<file path="src/rtl/muxn_rr_reg.sv">
// N:1 multiplexer with a registered output and valid/ready on every port.
// Channels are picked either by direct select or by round-robin arbitration.
module muxn_rr_reg #(
  parameter int WIDTH  = 16,
  parameter int NUM_IN = 8,
  parameter int SEL_W  = 3
) (
  input  logic                    clk,
  input  logic                    rst,
  input  logic                    mode,
  input  logic [SEL_W-1:0]        sel,
  input  logic [NUM_IN*WIDTH-1:0] in_data,
  input  logic [NUM_IN-1:0]       in_valid,
  output logic [NUM_IN-1:0]       in_ready,
  output logic [WIDTH-1:0]        out_data,
  output logic [SEL_W-1:0]        out_src,
  output logic                    out_valid,
  input  logic                    out_ready,
  output logic                    sel_err
);

  localparam logic [SEL_W:0]   NUM_IN_W = (SEL_W+1)'(NUM_IN);
  localparam logic [SEL_W-1:0] LAST_CH  = SEL_W'(NUM_IN - 1);

  logic [WIDTH-1:0] data_p1;
  logic [SEL_W-1:0] src_p1;
  logic             vld_p1;
  logic             err_p1;
  logic [SEL_W-1:0] rr_ptr;

  logic             ld_p0;
  logic             sel_ok_p0;
  logic [SEL_W:0]   rr_hit_p0;
  logic             grant_p0;
  logic [SEL_W-1:0] g_p0;
  logic             vld_p0;
  logic [WIDTH-1:0] data_p0;
  logic             xfer_p0;
  logic [SEL_W-1:0] rr_nxt_p0;

  // Returns {found, index} of the first valid channel scanning from ptr
  // upwards with wrap; the reverse loop lets the closest channel win.
  function automatic logic [SEL_W:0] rr_pick(input logic [NUM_IN-1:0] vld,
                                             input logic [SEL_W-1:0]  ptr);
    logic [SEL_W:0] pick;
    logic [SEL_W:0] idx;
    pick = '0;
    for (int k = NUM_IN - 1; k >= 0; k--) begin
      idx = {1'b0, ptr} + (SEL_W+1)'(k);
      if (idx >= NUM_IN_W) idx = idx - NUM_IN_W;
      for (int c = 0; c < NUM_IN; c++) begin
        if (vld[c] && ((SEL_W+1)'(c) == idx)) pick = {1'b1, idx[SEL_W-1:0]};
      end
    end
    return pick;
  endfunction

  // Stage p0: grant selection, handshake and input mux
  always_comb begin
    ld_p0     = ~vld_p1 | out_ready;
    sel_ok_p0 = ({1'b0, sel} < NUM_IN_W);
    rr_hit_p0 = rr_pick(in_valid, rr_ptr);
    if (mode) begin
      grant_p0 = rr_hit_p0[SEL_W];
      g_p0     = rr_hit_p0[SEL_W-1:0];
    end else begin
      // Direct mode offers ready without looking at the selected valid.
      grant_p0 = sel_ok_p0;
      g_p0     = sel;
    end
  end

  always_comb begin
    vld_p0   = 1'b0;
    data_p0  = '0;
    in_ready = '0;
    for (int c = 0; c < NUM_IN; c++) begin
      if (SEL_W'(c) == g_p0) begin
        vld_p0  = in_valid[c];
        data_p0 = in_data[c*WIDTH +: WIDTH];
      end
      in_ready[c] = ~rst & ld_p0 & grant_p0 & (SEL_W'(c) == g_p0);
    end
    xfer_p0   = ~rst & ld_p0 & grant_p0 & vld_p0;
    rr_nxt_p0 = (g_p0 == LAST_CH) ? '0 : g_p0 + SEL_W'(1);
  end

  // Stage p1: output register, round-robin pointer and select error flag
  always_ff @(posedge clk) begin
    if (rst) begin
      data_p1 <= '0;
      src_p1  <= '0;
      vld_p1  <= 1'b0;
      err_p1  <= 1'b0;
      rr_ptr  <= '0;
    end else begin
      err_p1 <= ~mode & ~sel_ok_p0;
      if (ld_p0) begin
        if (xfer_p0) begin
          data_p1 <= data_p0;
          src_p1  <= g_p0;
          vld_p1  <= 1'b1;
          if (mode) rr_ptr <= rr_nxt_p0;
        end else begin
          vld_p1 <= 1'b0;
        end
      end
    end
  end

  assign out_data  = data_p1;
  assign out_src   = src_p1;
  assign out_valid = vld_p1;
  assign sel_err   = err_p1;

endmodule

</file>
<file path="config.mk">
export PLATFORM = sky130hd
export DESIGN_NAME = muxn_rr_reg
export DESIGN_NICKNAME = d
export VERILOG_FILES = /design/src/rtl/muxn_rr_reg.sv
export SDC_FILE = /design/constraint.sdc
export NUM_CORES = 1
export LEC_CHECK = 0
export CORE_ASPECT_RATIO = 1.5
export CORE_UTILIZATION = 45
export DETAILED_ROUTE_END_ITERATION = 8
export PLACE_DENSITY_LB_ADDON = 0.1
export SETUP_SLACK_MARGIN = 0.1
export SLEW_MARGIN = 0
export SYNTH_ARGS = -nofsm -noshare
export SYNTH_HDL_FRONTEND = slang
export SYNTH_SLANG_ARGS = --single-unit
</file>
<file path="constraint.sdc">
create_clock -name clk -period 9.5 [get_ports clk]
set_input_delay 0.95 -clock clk [delete_from_list [all_inputs] [get_ports clk]]
set_output_delay 0.95 -clock clk [all_outputs]
set_load 0.01 [all_outputs]
</file>
Yosys cells after proc, flatten, opt, wreduce, memory -nomap -nowiden
Cells that the tools add are included.
Widths: inputs -> output; s select.
{"block": "op_classes", "addsub": 16, "n_lt_le_gt_ge": 8, "eq_ne": 64, "muxes": 92, "bitwise_logic": 14, "n_reduce_logical": 75}
{"cell": "$mux 4", "n": 72}
{"cell": "$eq 3x4->1 const A", "n": 32}
{"cell": "$mux 16", "n": 8}
{"cell": "$eq 2x4->1 const A", "n": 16}
{"cell": "$logic_and 1x1->1", "n": 64}
{"cell": "$eq 1x4->1 const A", "n": 8}
{"cell": "$logic_not 4->1", "n": 8}
{"cell": "$ge 4x4->1 const B", "n": 7}
{"cell": "$sub 4x4->4 const B", "n": 7}
{"cell": "$add 3x3->4 const B", "n": 4}
{"cell": "$eq 3x3->1 const A", "n": 4}
{"cell": "$and 1x1->1", "n": 11}
{"cell": "$mux 1", "n": 10}
{"cell": "$add 3x2->4 const B", "n": 2}
{"cell": "$eq 2x3->1 const A", "n": 2}
{"cell": "$mux 3", "n": 2}
{"cell": "$add 3x1->4 const B", "n": 1}
{"cell": "$ge 3x4->1 const B", "n": 1}
{"cell": "$sub 3x4->4 const B", "n": 1}
{"cell": "$add 3x1->3 const B", "n": 1}
{"cell": "$eq 1x3->1 const A", "n": 1}
{"cell": "$eq 3x3->1 const B", "n": 1}
{"cell": "$logic_not 3->1", "n": 1}
{"cell": "$reduce_and 3->1", "n": 1}
{"cell": "other kinds (3)", "n": 4}
{"block": "totals", "register_bits": 23, "inputBits": 143, "out_inout_bits": 29, "wordCells": 273}

Longest topological paths before layout
Gate-level depths: netlist (run 1).
{"block": "depth", "depth_word": 81, "ltp_mapped": 20, "mapped_depth_nobuf": 18}

Worst setup path after synthesis (run 1)
Ideal clock, no wire load.
{"block": "synth_timing", "path_kind": "input to output", "startpoint": "in in_valid[7]", "endpoint": "out in_ready[1]", "t_arrival_ns": 3.663, "required_ns": 8.550, "setup_slack_ns": 4.887, "path_stages": 13, "n_path_buf": 4, "cell_sequence": "buf_2 -> a222oi_1 -> mux2_2 -> nand4_1 -> a221o_1 -> a21oi_1 -> o31ai_1 -> inv_1 -> ha_1 -> clkbuf_1 -> clkbuf_1 -> clkbuf_1 -> and2_1"}
{"block": "synth_between", "elab_chain_len": 61, "word_cells_on_any_way": 70, "cone_classes": "eq/ne (1); mux (59); bitwise (2); reduce/logical (8)"}
{"element": "from (decl)", "line": "13", "source": "input logic [NUM_IN-1:0] in_valid,"}
{"element": "$logic_and 1x1->1", "line": "52", "source": "if (vld[c] && ((SEL_W+1)'(c) == idx)) pick = {1'b1, idx[SEL_W-1:0]};"}
{"element": "$mux 4 (56 in a row)", "line": "52"}
{"element": "$mux 4 (*)", "line": "52"}
{"element": "$mux 3 (*)", "line": "63", "source": "if (mode) begin"}
{"element": "named net g_p0[0]", "line": "35", "source": "logic [SEL_W-1:0] g_p0;"}
{"element": "$eq 1x3->1 (*)", "line": "82", "source": "in_ready[c] = ~rst & ld_p0 & grant_p0 & (SEL_W'(c) == g_p0);"}
{"element": "$and 1x1->1 (*)", "line": "82"}
{"element": "to (decl)", "line": "14", "source": "output logic [NUM_IN-1:0] in_ready,"}
The timed path passes the listed nets; every way through them passes the cells marked *.

Worst setup path in the final report (run 1)
{"block": "layout_timing", "startpoint": "in in_valid[4]", "endpoint": "reg data_p1[6], in the netlist out_data[6]"}
{"block": "layout_between", "elab_chain_len": 73, "word_cells_on_any_way": 97, "cone_classes": "eq/ne (7); mux (78); bitwise (2); reduce/logical (10)"}
{"element": "$logic_and 1x1->1", "line": "52"}
{"element": "$mux 4 (56 in a row)", "line": "52"}
{"element": "$mux 4 (*) (4 in a row)", "line": "52"}
{"element": "$mux 3 (*)", "line": "63"}
{"element": "named net g_p0[0]", "line": "35"}
{"element": "$logic_not 3->1", "line": "78", "source": "if (SEL_W'(c) == g_p0) begin"}
{"element": "$mux 1 (8 in a row)", "line": "78"}
{"element": "$and 1x1->1", "line": "84", "source": "xfer_p0 = ~rst & ld_p0 & grant_p0 & vld_p0;"}
{"element": "$reduce_and 2->1 (no source line)"}
{"element": "to (signal assigned)", "line": "100", "source": "data_p1 <= data_p0;"}
{"element": "to (decl)", "line": "25", "source": "logic [WIDTH-1:0] data_p1;"}
Marked as above.
A chain may end at the register's enable or synchronous reset.

==> results.md, run 1 <==
- Post-layout nets: 793
- Vias: 4627
- DP Worst Slack: 2.646 ns
- First-pass GRT wire length: 22200 um
- Die area: 8289 um2
- Gpl congestion: 0.9099
- Synth Register Bits: 23
- Worst min path class: reg2reg
- Final HPWL DP: 10920 um
- Hold slack final: 0.4606 ns
- PwrDens: 447.7 nW/um2
- Synthesized net count: 663
- Vias per std cell: 6.278
- Gr usage total: 34.23%
- Worst clock skew: 0.001387 ns
- Final hold vios: 0
- Antenna viol nets, final: 0
- FFs w/ async S/R, synth: 0%
- Root Driver: clkbuf_16
- Vias in the first global route: 4501
- Clock share of power: 3.9%
- Post-CTS Setup Inserts: 0
- Initial antenna violation count: 0
- Die Span Y: 111.0 um
- Gate power share: 87.6%
- Cell row count: 39
- Total grt overflow: 0
- CTS Buffer Depth: 2
- Worst-skew pair later-pin latency: 0.25 ns
- Setup Viol. Count Final: 0
- Pre-antenna DRT Iters: 7
- Post-synthesis cell count: 506
- Dominant cells by area after synthesis: dfxtp_1, a21oi_1, nor2_1, a2111oi_2, ha_1
- Yosys top cell area share: 12.92%
- Clock transition at path regs: 0.06 ns
- Worst-margin pin slew: 1.165 ns
- Sequential power share: 8.5%
- Yosys warns: 0
- RSZ-0062 raised after global routing: false
- Max-cap viol count: 0
- Worst vdd ir: 245.9 uV
- Hold_buf cts: 0
- Post-CTS Resized: 0
- Syn_area_per_cell: 7.045 um2
- Slew margin rel.: 22.36%
- FF/Latch Area: 460.4 um2
- Aggregate routed wire length: 14350 um
- Worst setup margin: 2.680 ns
- Largest net degree at the start of global routing: 57
- EDFF count, synth: 0
- Switching power: 1.318 mW
- Diode count: 0
- Drt drc: 0
- Placed Cells: 733
- Ys flop type: dfxtp_1
- Port Buffers: 170
- CP required: 9.57 ns
- Initial DRC count: 477
- Switching fraction of total power: 56.01%
- Startpoint types: input pin
- Core Region: 7661 um2
- # clock sinks: 23
- Crit path kind: in2reg
- Filler-free cell count of the finished design: 737
- Lkg Pwr: 1.864 nW
- Average wire per standard cell: 19.47 um
- Distinct cells, synth: 61
- Status: complete, no violations
- Post-Route Setup TNS: 0 ns
- Worst Path Max Fanout: 37
- Setup crit end kind: flop
- Int Pwr: 1.035 mW
- Num CTS Buffers: 3
- H-tree depth: 1
- CTS tree: done
- Die Wd: 74.67 um
- Initial Utilization: 46.53%
- Area of the multi-input gates: 2821 um2
- Mapped cell area: 3565 um2
- Sequential-to-total area share from yosys stat: 12.92%
- Ports: 172
- Area Growth Syn to Fin: 47.39%
- Fin crit period: 6.820 ns
- Max Slew Vio Count: 0
- Fill count: 716
- Layout cell share with drive strength beyond 1: 5.984%
- Critical path arrival: 6.89 ns
- Fmax: 146.6 MHz
- Tcrit/Tclk final: 71.79%
- Post-synth top area cell: dfxtp_1
[critical path: stages]
cell,delay [ns]
clkdlybuf4s50_1,0.57
a222oi_1,0.57
mux2i_1,0.19
a211oi_1,0.31
a221o_1,0.21
a21oi_1,0.07
o31ai_1,0.58
inv_1,0.15
ha_1,0.23
buf_4,0.24
ha_1,0.59
inv_1,0.19
nand2_1,0.09
mux2i_2,0.75
o21a_1,0.98
a2111oi_2,0.20
[routing by layer]
| metal | vias up | share of wire [%] | track usage [%] | routed length [um] |
|---|---|---|---|---|
| met5 | - | 0 | 0 | 0 |
| met4 | 0 | 4.1 | 15.47 | 583 |
| met3 | 46 | 6.6 | 4.000 | 953 |
| met2 | 262 | 51 | 59.34 | 7327 |
| met1 | 2155 | 38 | 40.56 | 5488 |
| li1 | 2164 | - | - | - |
[cells in the mapped netlist, types with 11 or more instances]
| library cell | instances |
|---|---|
| o21ai_0 | 24 |
| a21boi_0 | 17 |
| nor2_1 | 74 |
| o32a_1 | 16 |
| ha_1 | 14 |
| o22a_1 | 16 |
| nand3b_1 | 16 |
| inv_1 | 11 |
| nand2_1 | 46 |
| a21oi_1 | 65 |
| clkbuf_1 | 23 |
| a221oi_1 | 16 |
| nor3_1 | 18 |
| a2111oi_2 | 16 |
| dfxtp_1 | 23 |
[registers in the layout, summed over array words and instances (netlist names)]
signal,count
out_data,16
out_src,3
rr_ptr,3
out_valid,1
[stage by stage]
step                power, mW  instance area (um2)  utilization [%]
finish                  2.352                 5254            68.58
detailed placement      2.209                 5175            67.55
floorplan               1.725                 3565                -
CTS                     2.314                 5254            68.58
global route            2.522                 5254            68.58
global placement        2.177                 5175            67.55
[layout by cell type, fill, tap and decap left out, types with 17 or more instances in the layout]
| cell | Yosys | final |
|---|---|---|
| nand2_1 | 46 | 46 |
| a21boi_0 | 17 | 17 |
| o21ai_0 | 24 | 24 |
| a21oi_1 | 65 | 65 |
| nor2_1 | 74 | 74 |
| dfxtp_1 | 23 | 23 |
| nor3_1 | 18 | 18 |
| clkdlybuf4s50_1 | 0 | 170 |
[power groups by stage]
stage / Sequential, mW / Combinational [mW] / Clock, mW
floorplan: 0.199 / 1.53 / 0
global placement: 0.195 / 1.98 / 0
detailed placement: 0.197 / 2.01 / 0
CTS: 0.197 / 2.02 / 0.0919
global route: 0.205 / 2.22 / 0.0964
finish: 0.200 / 2.06 / 0.0909
[worst paths after layout]
path | from | end | slack, ns | cells after the start
setup / recovery | in_valid[4] | out_data[6] | 2.68 | 16
hold / removal | out_src[2] | out_src[2] | 0.46 | 2
setup reg to reg | rr_ptr[1] | out_data[6] | 2.86 | 17
hold reg to reg | out_src[2] | out_src[2] | 0.46 | 2
[layout make-up]
class | count | share of cell area [%]
clock buffer | 4 | 1.500
inverter | 11 | 0.7859
multi-input combinational | 424 | 53.70
sequential | 23 | 8.764
tap | 102 | 2.429
timing repair buffer | 173 | 32.82
[cells by family after synthesis]
| logic type | count (synthesis) | synth area share, % |
|---|---|---|
| compound gates | 217 | 47.53 |
| buf+inv | 59 | 8.002 |
| xor+xnor | 2 | 0.4915 |
| fa+ha+maj | 14 | 4.914 |
| mux | 11 | 3.264 |
| flops | 23 | 12.92 |
| other cells | 1 | 0.1052 |
| simple gates | 179 | 22.78 |
No activity file was read; power rests on OpenSTA's default activity.
==> run 2, diff against run 1 <==
--- a/config.mk
+++ b/config.mk
@@ -6,7 +6,7 @@
 export NUM_CORES = 1
 export LEC_CHECK = 0
 export CORE_ASPECT_RATIO = 1.5
-export CORE_UTILIZATION = 45
+export CORE_UTILIZATION = 42
 export DETAILED_ROUTE_END_ITERATION = 8
 export PLACE_DENSITY_LB_ADDON = 0.1
 export SETUP_SLACK_MARGIN = 0.1
==> constraint.sdc (replaced) <==
create_clock -name clk -period 6.4 [get_ports clk]
set_input_delay 0.64 -clock clk [delete_from_list [all_inputs] [get_ports clk]]
set_output_delay 0.64 -clock clk [all_outputs]
set_load 0.01 [all_outputs]
==> run 2 against run 1 <==
  * Hold slack improved by 0.0093 ns
  * Critical path type is now reg2out
  * Power rose by 51%
  * Global-route usage fell by 2.0 points
  * Critical endpoint is now in_ready[1]
  * Via count fell by 0.26%
  * Sequential power rose by 46%
  * Core utilization fell by 2.8 points
==> results.md, run 2 (synthesis results as in run 1) <==
- Cell row count: 40 (was 39)
- Max FFs per register: 16 (unchanged)
- RSZ-0062 raised after global routing: false (unchanged)
- R2r setup slk: 0.85 ns (was 2.86 ns)
- Total grt overflow: 0 (unchanged)
- Root Driver: clkbuf_16 (unchanged)
- Clock transition at path regs: 0.06 ns (about the same)
- Largest net degree at the start of global routing: 43 (was 57)
- Slew margin rel.: 28.29% (was 22.36%)
- FF/Latch Area: 460.4 um2 (unchanged)
- PwrDens: 667.3 nW/um2 (was 447.7 nW/um2)
- Setup crit end kind: output port (was flop)
- Gpl congestion: 0.9216 (was 0.9099)
- CP required: 5.76 ns (was 9.57 ns)
- Reg2reg path depth: 18 (was 17)
- Most frequent cells in the layout: clkdlybuf4s50_1, nor2_1, a21oi_1 (unchanged)
- Initial antenna violation count: 0 (unchanged)
- Hold_buf cts: 0 (unchanged)
- Critical path arrival: 5.01 ns (was 6.89 ns)
- First-pass GRT wire length: 22590 um (was 22200 um)
- Reg-to-Reg End: out_data[14] (was out_data[6])
- Crit path kind: reg2out (was in2reg)
- Post-Route Setup TNS: 0 ns (unchanged)
- Core Region: 8108 um2 (was 7661 um2)
- Drt drc: 0 (unchanged)
- Die area: 8867 um2 (was 8289 um2)
- Initial DRC count: 389 (was 477)
- Post-Place Cell Area: 5254 um2 (was 5175 um2)
- Pre-antenna DRT Iters: 6 (was 7)
- Worst min path class: reg2reg (unchanged)
- Antenna viol nets, final: 0 (unchanged)
- Final instance area: 5333 um2 (was 5254 um2)
- Max-cap viol count: 0 (unchanged)
- Gr usage total: 32.19% (was 34.23%)
- Num CTS Buffers: 3 (unchanged)
- Fill count: 742 (was 716)
- Post-CTS Setup Inserts: 0 (unchanged)
- Ports: 172 (unchanged)
- Diode count: 0 (unchanged)
- CTS Buffer Depth: 2 (unchanged)
- Post-layout nets: 803 (was 793)
- Setup Viol. Count Final: 0 (unchanged)
- Die Wd: 77.22 um (was 74.67 um)
- Area Growth Syn to Fin: 49.60% (was 47.39%)
- Fin crit period: 5.645 ns
- Status: complete, no violations (unchanged)
- Critical Path Start: rr_ptr[1] (was in_valid[4])
- Reg2reg start: rr_ptr[1] (unchanged)
- Worst Path Max Fanout: 28 (was 37)
- Area of the multi-input gates: 2821 um2 (unchanged)
- Port Buffers: 170 (unchanged)
- # clock sinks: 23 (unchanged)
- Most common cell after layout, fill and taps aside: clkdlybuf4s50_1 (unchanged)
- Worst-margin pin slew: 1.072 ns (was 1.165 ns)
- Fmax: 177.1 MHz
- Post-CTS Resized: 0 (unchanged)
- Max Slew Vio Count: 0 (unchanged)
- Final hold vios: 0 (unchanged)
- Aggregate routed wire length: 14480 um (was 14350 um)
- CP endpoint: in_ready[1] (was out_data[6])
- Worst clock skew: 0.001785 ns (was 0.001387 ns)
- CTS tree: done (unchanged)
- Startpoint types: flop (was input pin)
- Final HPWL DP: 11460 um (was 10920 um)
- Lkg Pwr: 1.915 nW (was 1.864 nW)
- Initial Utilization: 43.97% (was 46.53%)
- Vias: 4615 (was 4627)
- Vias per std cell: 6.153 (was 6.278)
- Die Span Y: 114.8 um (was 111.0 um)
- Average wire per standard cell: 19.30 um (was 19.47 um)
- Tcrit/Tclk final: 88.21%
- Worst vdd ir: 386.2 uV (was 245.9 uV)
- Layout cell share with drive strength beyond 1: 7.442% (was 5.984%)
- H-tree depth: 1 (unchanged)
- Vias in the first global route: 4447 (was 4501)
- Worst-skew pair later-pin latency: 0.26 ns (was 0.25 ns)
==> run 2: cell count changes in the layout (fill, tap and decap cells not counted) <==
cell / previous run / this run
buf_4: 3 / 13
==> run 2: metrics by stage <==
stage | worst slack [ns] | cells | power, mW | util [%] | hold WS [ns]
global route | 0.2592 | 750 | 3.830 | 65.77 | 0.4892
CTS | 0.8222 | 750 | 3.519 | 65.77 | 0.4697
floorplan | 2.044 | 506 | 2.561 | - | 0.4790
finish | 0.7547 | 750 | 3.559 | 65.77 | 0.4699
global placement | 0.8820 | 746 | 3.320 | 64.80 | 0.4530
detailed placement | 0.6977 | 746 | 3.369 | 64.80 | 0.4618
==> run 2: final cells by class <==
class	instances	share of cell area [%]
Multi-Input combinational cell	424	52.91
Timing Repair Buffer	183	33.74
Sequential cell	23	8.634
Tap cell	105	2.464
Clock buffer	4	1.478
Inverter	11	0.7743
==> run 2: worst max-delay path: stages, from the launching register on <==
cell             delay [ns]
dfxtp_1                0.49
inv_1                  0.16
ha_1                   0.34
a222oi_1               0.62
mux2_2                 0.30
nand4_1                0.13
a221o_1                0.34
a21oi_1                0.15
o31ai_1                0.18
inv_1                  0.13
ha_1                   0.79
buf_4                  0.40
and2_1                 0.16
clkdlybuf4s50_1        0.54
==> run 2: worst min-delay path by stage <==
stage / startpoint / cells after the start / endpoint / slack, ns
floorplan: out_src[0] / 2 / out_src[0] / 0.48
global placement: out_src[1] / 2 / out_src[1] / 0.45
detailed placement: out_src[1] / 2 / out_src[1] / 0.46
CTS: out_src[1] / 2 / out_src[1] / 0.47
global route: out_src[0] / 2 / out_src[0] / 0.49
finish: out_src[1] / 2 / out_src[1] / 0.47
==> run 2: power by group <==
group / switching [mW] / total, mW / internal (mW)
Sequential: 0.0733 / 0.291 / 0.218
Clock: 0.0507 / 0.136 / 0.0851
Combinational: 1.84 / 3.13 / 1.29
Total: 1.96 / 3.56 / 1.60
==> run 2: routing by layer <==
layer / up-vias / global-route usage (%) / part of all wire (%)
met1: 2121 / 36.75 / 39
met5: - / 0 / 0
met2: 241 / 57.82 / 49
li1: 2197 / - / -
met4: 0 / 17.23 / 5.6
met3: 56 / 4.206 / 6.4
==> run 3, diff against run 2 <==
--- a/config.mk
+++ b/config.mk
@@ -5,6 +5,7 @@
 export SDC_FILE = /design/constraint.sdc
 export NUM_CORES = 1
 export LEC_CHECK = 0
+export CAP_MARGIN = 25
 export CORE_ASPECT_RATIO = 1.5
 export CORE_UTILIZATION = 42
 export DETAILED_ROUTE_END_ITERATION = 8
==> results of run 3 <==
The final DEF is identical to that of run 2; final timing and power are the same.
